### src/rtl/pipeline_hazard_ctrl.sv
// rtl/pipeline_hazard_ctrl.sv - stall/flush sequencer for the 5-stage RISC-V pipeline
//
// Resolves the hazards forwarding cannot: load-use, EX redirects, fetch wait
// states and data-memory wait states (with a timeout watchdog that parks the
// pipeline in a sticky fault state until reset).
//
// Optional feature macro: HAZ_PERF_EN (adds stall_cycles / flush_count counters).
//
// Ports:
//   clk, rst                      clock, synchronous active-high reset
//   id_rs1, id_rs2                source registers of the ID instruction
//   id_use_rs1, id_use_rs2        ID instruction actually reads rs1 / rs2
//   id_ex_rd, id_ex_memread       destination / load flag of the EX instruction
//   ex_redirect                   EX resolved a taken branch or jump
//   imem_ready                    fetch data valid this cycle
//   dmem_req, dmem_ready          MEM-stage access and its completion
//   pc_en, pc_sel_redirect        PC update enable / select EX target
//   if_id_en, if_id_flush         IF/ID enable / bubble insert
//   id_ex_en, id_ex_flush         ID/EX enable / bubble insert
//   ex_mem_en                     EX/MEM enable
//   mem_wb_flush                  MEM/WB bubble insert
//   fault                         sticky data-memory timeout
//   stall_cycles, flush_count     (HAZ_PERF_EN) saturating event counters

module pipeline_hazard_ctrl #(
    parameter int TIMEOUT_W   = 8,
    parameter int MEM_TIMEOUT = 200
) (
    input  logic       clk,
    input  logic       rst,
    input  logic [4:0] id_rs1,
    input  logic [4:0] id_rs2,
    input  logic       id_use_rs1,
    input  logic       id_use_rs2,
    input  logic [4:0] id_ex_rd,
    input  logic       id_ex_memread,
    input  logic       ex_redirect,
    input  logic       imem_ready,
    input  logic       dmem_req,
    input  logic       dmem_ready,
    output logic       pc_en,
    output logic       pc_sel_redirect,
    output logic       if_id_en,
    output logic       if_id_flush,
    output logic       id_ex_en,
    output logic       id_ex_flush,
    output logic       ex_mem_en,
    output logic       mem_wb_flush,
    output logic       fault
`ifdef HAZ_PERF_EN
    ,
    output logic [31:0] stall_cycles,
    output logic [31:0] flush_count
`endif
);

    typedef enum logic [1:0] {
        RUN      = 2'd0,
        MEM_WAIT = 2'd1,
        FAULT    = 2'd2
    } state_t;

    localparam logic [TIMEOUT_W-1:0] LP_TIMEOUT = TIMEOUT_W'(MEM_TIMEOUT);
    localparam logic [TIMEOUT_W-1:0] LP_ONE     = TIMEOUT_W'(1);

    state_t               r_state;
    state_t               w_state_next;
    logic [TIMEOUT_W-1:0] r_cnt;
    logic [TIMEOUT_W-1:0] w_cnt_next;
    logic [TIMEOUT_W-1:0] w_cnt_inc;
    logic                 w_lu;
    logic                 w_mw;

    // A load into x0 never creates a dependency.
    assign w_lu = id_ex_memread && (id_ex_rd != 5'd0) &&
                  ((id_use_rs1 && (id_ex_rd == id_rs1)) ||
                   (id_use_rs2 && (id_ex_rd == id_rs2)));
    assign w_mw      = dmem_req && !dmem_ready;
    assign w_cnt_inc = r_cnt + LP_ONE;

    always_ff @(posedge clk) begin
        if (rst) begin
            r_state <= RUN;
            r_cnt   <= '0;
        end else begin
            r_state <= w_state_next;
            r_cnt   <= w_cnt_next;
        end
    end

    always_comb begin
        pc_en           = 1'b1;
        pc_sel_redirect = 1'b0;
        if_id_en        = 1'b1;
        if_id_flush     = 1'b0;
        id_ex_en        = 1'b1;
        id_ex_flush     = 1'b0;
        ex_mem_en       = 1'b1;
        mem_wb_flush    = 1'b0;
        fault           = 1'b0;
        w_state_next    = r_state;
        w_cnt_next      = r_cnt;

        if (rst) begin
            pc_en        = 1'b0;
            if_id_en     = 1'b0;
            id_ex_en     = 1'b0;
            ex_mem_en    = 1'b0;
            if_id_flush  = 1'b1;
            id_ex_flush  = 1'b1;
            mem_wb_flush = 1'b1;
            w_state_next = RUN;
            w_cnt_next   = '0;
        end else if (r_state == FAULT) begin
            pc_en        = 1'b0;
            if_id_en     = 1'b0;
            id_ex_en     = 1'b0;
            ex_mem_en    = 1'b0;
            mem_wb_flush = 1'b1;
            fault        = 1'b1;
        end else if ((r_state == MEM_WAIT) ? !dmem_ready : w_mw) begin
            // Freeze everything up to EX/MEM; MEM/WB gets bubbles meanwhile.
            pc_en        = 1'b0;
            if_id_en     = 1'b0;
            id_ex_en     = 1'b0;
            ex_mem_en    = 1'b0;
            mem_wb_flush = 1'b1;
            if (r_state == RUN) begin
                w_cnt_next   = LP_ONE;
                w_state_next = (MEM_TIMEOUT == 1) ? FAULT : MEM_WAIT;
            end else if (w_cnt_inc == LP_TIMEOUT) begin
                w_state_next = FAULT;
            end else begin
                w_cnt_next = w_cnt_inc;
            end
        end else begin
            // RUN without a memory wait, or the release cycle of MEM_WAIT.
            w_state_next = RUN;
            w_cnt_next   = '0;
            if (ex_redirect) begin
                pc_sel_redirect = 1'b1;
                if_id_flush     = 1'b1;
                id_ex_flush     = 1'b1;
            end else if (w_lu) begin
                // Holding IF/ID also covers a simultaneous fetch wait.
                pc_en       = 1'b0;
                if_id_en    = 1'b0;
                id_ex_flush = 1'b1;
            end else if (!imem_ready) begin
                pc_en       = 1'b0;
                if_id_flush = 1'b1;
            end
        end
    end

`ifdef HAZ_PERF_EN
    logic [31:0] r_stall_cycles;
    logic [31:0] r_flush_count;

    always_ff @(posedge clk) begin
        if (rst) begin
            r_stall_cycles <= '0;
            r_flush_count  <= '0;
        end else begin
            if (!pc_en && (r_stall_cycles != 32'hFFFF_FFFF)) begin
                r_stall_cycles <= r_stall_cycles + 32'd1;
            end
            if (pc_sel_redirect && (r_flush_count != 32'hFFFF_FFFF)) begin
                r_flush_count <= r_flush_count + 32'd1;
            end
        end
    end

    assign stall_cycles = r_stall_cycles;
    assign flush_count  = r_flush_count;
`endif

endmodule

### config.mk
export PLATFORM = sky130hd
export DESIGN_NAME = pipeline_hazard_ctrl
export DESIGN_NICKNAME = d
export VERILOG_FILES = /design/src/rtl/pipeline_hazard_ctrl.sv
export SDC_FILE = /design/constraint.sdc
export NUM_CORES = 1
export LEC_CHECK = 0
export ABC_AREA = 0
export CORE_UTILIZATION = 47
export CTS_CLUSTER_SIZE = 10
export DETAILED_ROUTE_END_ITERATION = 7
export GPL_TIMING_DRIVEN = 1
export MAX_ROUTING_LAYER = met4
export PLACE_DENSITY_LB_ADDON = 0.15
export RECOVER_POWER = 100
export SLEW_MARGIN = 20
export SYNTH_ARGS = -nofsm -noshare
export SYNTH_HDL_FRONTEND = slang
export SYNTH_SLANG_ARGS = --single-unit
### constraint.sdc
create_clock -name clk -period 4.9 [get_ports clk]
set_clock_uncertainty 0.1 [all_clocks]
set_input_delay 0.49 -clock clk [delete_from_list [all_inputs] [get_ports clk]]
set_output_delay 0.49 -clock clk [all_outputs]
set_load 0.01 [all_outputs]
Yosys cells after proc, flatten, opt, wreduce, memory -nomap -nowiden. Index checks and enable logic that the tools add are counted.

Add/sub/neg operators: 1. Equal/unequal tests: 7. Mux-type cells: 41. Bitwise gates (word level): 1. Reductions and logical operators: 11.

Operators by type and width (count): 1-bit two-way mux (35); 8-bit two-way mux (3); 5-bit equality test (2); 8-bit by 1-bit adder with 8-bit output (second input constant) (1); 8-bit equality test (second input constant) (1); 2-bit two-way mux (3); 1-bit logical AND (5); 5-bit nonzero test (1); 2-bit AND reduction (2); 3-bit by 1-bit != test with 1-bit output (second input constant) (1); 3-bit != test (second input constant) (1); 2-bit by 1-bit equality test with 1-bit output (second input constant) (1); 2-bit equality test (second input constant) (1); 2-bit logical NOT (1); 1-bit logical NOT (1); 1-bit logical OR (1); 1-bit NOT (1).

Register bits: 10. Input port bits: 24. Output and inout bits: 9.

Depth between registers and ports, before layout.
Depth after elaboration: 9. Mapped depth: 7. Depth with buffers taken out: 7.

Worst setup path before layout. No wires, ideal clock.

Path kind: input-to-output. From: in id_ex_rd[1]. To: out if_id_flush. Data arrival time: 1580 ps. Data required time: 4310 ps. Slack: 2730 ps. Stages on the path: 4. Buffers on the path: 0. Cell sequence: or4_1 -> o221ai_1 -> a21oi_1 -> o21bai_1.

Cells in the longest elaborated chain, start to end: 9. Elaborated cells on any way between the ends: 13. Those cells by class: 2 x eq/ne; 5 x mux; 6 x reduce/logical.

Ends and longest elaborated chain: start, declared (line 35) `input logic [4:0] id_ex_rd,`; 5-bit equality test, on equally long branches (line 76, 77); 1-bit logical AND, on equally long branches (line 76, 77); 1-bit logical OR (line 76) `((id_use_rs1 && (id_ex_rd == id_rs1)) ||`; 1-bit logical AND (*) (line 75) `assign w_lu = id_ex_memread && (id_ex_rd != 5'd0) &&`; 1-bit two-way mux (*) (line 144) `end else if (w_lu) begin`; 1-bit two-way mux (*) (line 140) `if (ex_redirect) begin`; 1-bit two-way mux (*) (line 121) `end else if ((r_state == MEM_WAIT) ? !dmem_ready : w_mw) begin`; 1-bit two-way mux (*) (line 114) `end else if (r_state == FAULT) begin`; 1-bit two-way mux (*) (line 104) `if (rst) begin`; end, declared (line 44) `output logic if_id_flush,`.

Mark *: on every way between the ends. The rest lies on a longest branch, timed or not.

Worst setup path in the final report.
From: in dmem_req. To: out pc_sel_redirect.

Cells in the longest elaborated chain, start to end: 5.

Ends and longest elaborated chain: start, declared (line 39) `input logic dmem_req,`; 1-bit logical AND (line 78) `assign w_mw = dmem_req && !dmem_ready;`; 1-bit two-way mux (2 in a row) (line 121); 1-bit two-way mux (line 114); 1-bit two-way mux (line 104); end, declared (line 42) `output logic pc_sel_redirect,`.

Every way passes these cells.

==> metrics.txt <==
largest net degree at the start of global routing 14; Sw Share 0.254; antenna violations before repair 0; core area 1760 µm²; Post-Synthesis Cell Area 896 µm²; Worst Setup SP dmem_req; register bit total from synthesis 10; post-route clock period utilization 0.709; layout cells sized above 1 0.0608; first-pass GRT wire length 3460 µm; number of cell rows 15; drt drc 0; worst r2r src r_cnt[0]; Seq pwr share 0.396; Placer Congestion 0.885; R2R cell count 6; max cap viols 0; slowest stage delay, CP 0.60 ns; synth-to-layout area growth 37.0%; via density per instance 5.42; WP depth 7; vias in the first global route 817; diode count 0; DP Wirelength 1820 µm; overall routed net length 2270 µm; CP Data Required Time 4.31 ns; Min-Delay Endpoint r_cnt[6]; post_cts resized 0; critical-path cell list dlygate4sd3_1, o21ai_0, nand2_1, or2_0, inv_1, and2_1, dlygate4sd3_1; number of H-tree levels 1; initial drt markers 12; syn_nets 142; worst hold-check path type reg -> reg; P_int 157 µW; clock buffer depth 2; Num Clock Sinks 10; Die ar. 2080 µm²; total CTS buffers 3; max-slew violation count 0; clk slew on worst S/H paths 0.08 ns; Reg-to-Reg End r_cnt[4]; crit start category input pin; initial core utilization 0.508; io pins 33; Fmax 288 MHz; First-pass DRT Iterations 4; I/O Buffers 32; root buf cell clkbuf_4; CP top delay family buffers and inverters; Max IR drop VDD 0.000180 V; Skew-Pair Late Insertion Delay 0.28 ns; hold_sp r_cnt[6]; RSZ-0062 raised after global routing no; Avg Inst Size Synth 7.72 µm²; register area share after synthesis 0.223; fraction of registers with async set/reset 0; drt wl/cell 13.1 µm; Worst Hold Margin 0.416 ns; outcome finished clean; Comb power frac 0.231; Netlist cell types 47; cts hold-fix bufs 0; Mapped Cells 116; Final Total Pwr 210 µW; die width 45.7 µm; Setup Crit Path Kind in -> out; leak pwr 0.456 nW; Slowest cell on crit path dlygate4sd3_1; Tot GR Track Use 0.242; CP Max Fanout 6; Post-synth EDFFs 0; Hold Path Stages 2; TritonCTS clock tree built; clock period minus worst slack 3.48 ns; Die Ht 45.7 µm; Antenna Nets Post-Route 0; worst slew pin tran 0.627 ns; flop-to-flop setup slack 2.76 ns; Buf+Inv Stages, Crit Path 3; sw power 53.4 µW; Setup TNS Final 0 ns; relative slew slack 0.577; Crit. End Element output port; setup repair bufs after CTS 0; Hold Fails Final Rpt 0; most used cell, CP dlygate4sd3_1; grt total ovfl 0; arrival time at the worst endpoint 2.89 ns; vias 938; Pwr Density 171 nW/µm²; Synthesis Warnings 0; setup violators final 0; ys flop type dfxtp_1; Clock power frac 0.373; # nets final 175
## per-layer routing
| layer | part of all wire | vias up | global-route usage |
|---|---|---|---|
| met5 | 0 | - | - |
| met4 | 0.015 | 0 | 0.0909 |
| met3 | 0.057 | 4 | 0.0476 |
| met2 | 0.50 | 23 | 0.409 |
| met1 | 0.43 | 428 | 0.278 |
| li1 | - | 483 | - |
## worst reg2reg max path: stages, from the launching register on
cell,delay (ns)
dfxtp_1,0.44
ha_1,0.32
nor4_1,0.09
nor3_1,0.50
nor2_1,0.23
o211ai_1,0.23
a31oi_1,0.10
## cell usage in the layout (no fill, tap or decap), types with 2 or more instances in the layout
| cell | n |
|---|---|
| clkdlybuf4s50_1 | 24 |
| nor2_1 | 11 |
| nand2_1 | 11 |
| dfxtp_1 | 10 |
| xor2_1 | 8 |
| dlygate4sd3_1 | 8 |
| a21oi_1 | 7 |
| inv_1 | 6 |
| o21ai_0 | 5 |
| nor4_1 | 5 |
| nor3_1 | 4 |
| and3_1 | 3 |
| nand3_1 | 3 |
| or3_1 | 3 |
| clkbuf_4 | 3 |
| xnor2_1 | 2 |
| o21bai_1 | 2 |
| and2_1 | 2 |
| or2_2 | 2 |
| o211ai_1 | 2 |
| a211oi_1 | 2 |
| a21o_1 | 2 |
| or2b_1 | 2 |
| ha_1 | 2 |
## metrics by stage
stage,instances,util,area [µm²],setup WS (ns)
after detailed placement,169,0.690,1220,1.67
after global placement,169,0.690,1220,1.71
after global routing,173,0.696,1230,1.31
after CTS,173,0.711,1250,1.67
final,173,0.696,1230,1.42
after floorplan,116,-,896,2.73
## area by class of cell
type	count	area, µm²
clock buffer	4	36.3
timing repair buffer	32	320
fill	174	537
tap	25	31.3
sequential	10	200
multi-input combinational	96	617
inverter	6	22.5
## cell usage after synthesis, types with 2 or more instances
master / instances / area [µm²]
dfxtp_1: 10 / 200
o211ai_1: 2 / 15.0
or2_2: 2 / 12.5
ha_1: 2 / 25.0
or2b_1: 2 / 15.0
xnor2_1: 2 / 17.5
and3_1: 3 / 18.8
nor4_1: 4 / 25.0
or3_1: 3 / 18.8
a21oi_1: 6 / 30.0
nor3_1: 2 / 10.0
a21o_1: 2 / 15.0
nor2_1: 10 / 37.5
inv_1: 6 / 22.5
and2_1: 2 / 12.5
nand3_1: 3 / 15.0
o21ai_0: 4 / 20.0
nor3_2: 2 / 20.0
o21bai_1: 2 / 15.0
a211oi_1: 2 / 15.0
buf_4: 2 / 15.0
nand2_1: 11 / 41.3
xor2_1: 8 / 70.1
## worst max path at each step
| stage | end |
|---|---|
| global placement | id_ex_flush |
| CTS | id_ex_flush |
| detailed placement | id_ex_flush |
| global route | pc_sel_redirect |
| floorplan | if_id_flush |
| finish | pc_sel_redirect |
## flip-flops by register name (all words and copies together) (netlist names)
name     flops
r_cnt        8
r_state      2
## power groups by stage
| stage | registers, mW | logic [mW] | clock network, mW |
|---|---|---|---|
| 2_1_floorplan | 0.0849 | 0.0194 | 0 |
| 3_3_place_gp | 0.0851 | 0.0501 | 0 |
| 3_5_place_dp | 0.0852 | 0.0511 | 0 |
| 4_1_cts | 0.0833 | 0.0513 | 0.0805 |
| 5_1_grt | 0.0835 | 0.0525 | 0.0839 |
| 6_report | 0.0833 | 0.0485 | 0.0786 |
## logic make-up after synthesis
group	Yosys count	share of synthesized area
mux	1	0.0112
flops	10	0.223
fa+ha+maj	2	0.0279
buf+inv	10	0.0586
simple gates	54	0.342
xor+xnor	10	0.0978
compound gates	29	0.239
Power figures use the tool's default switching activity.
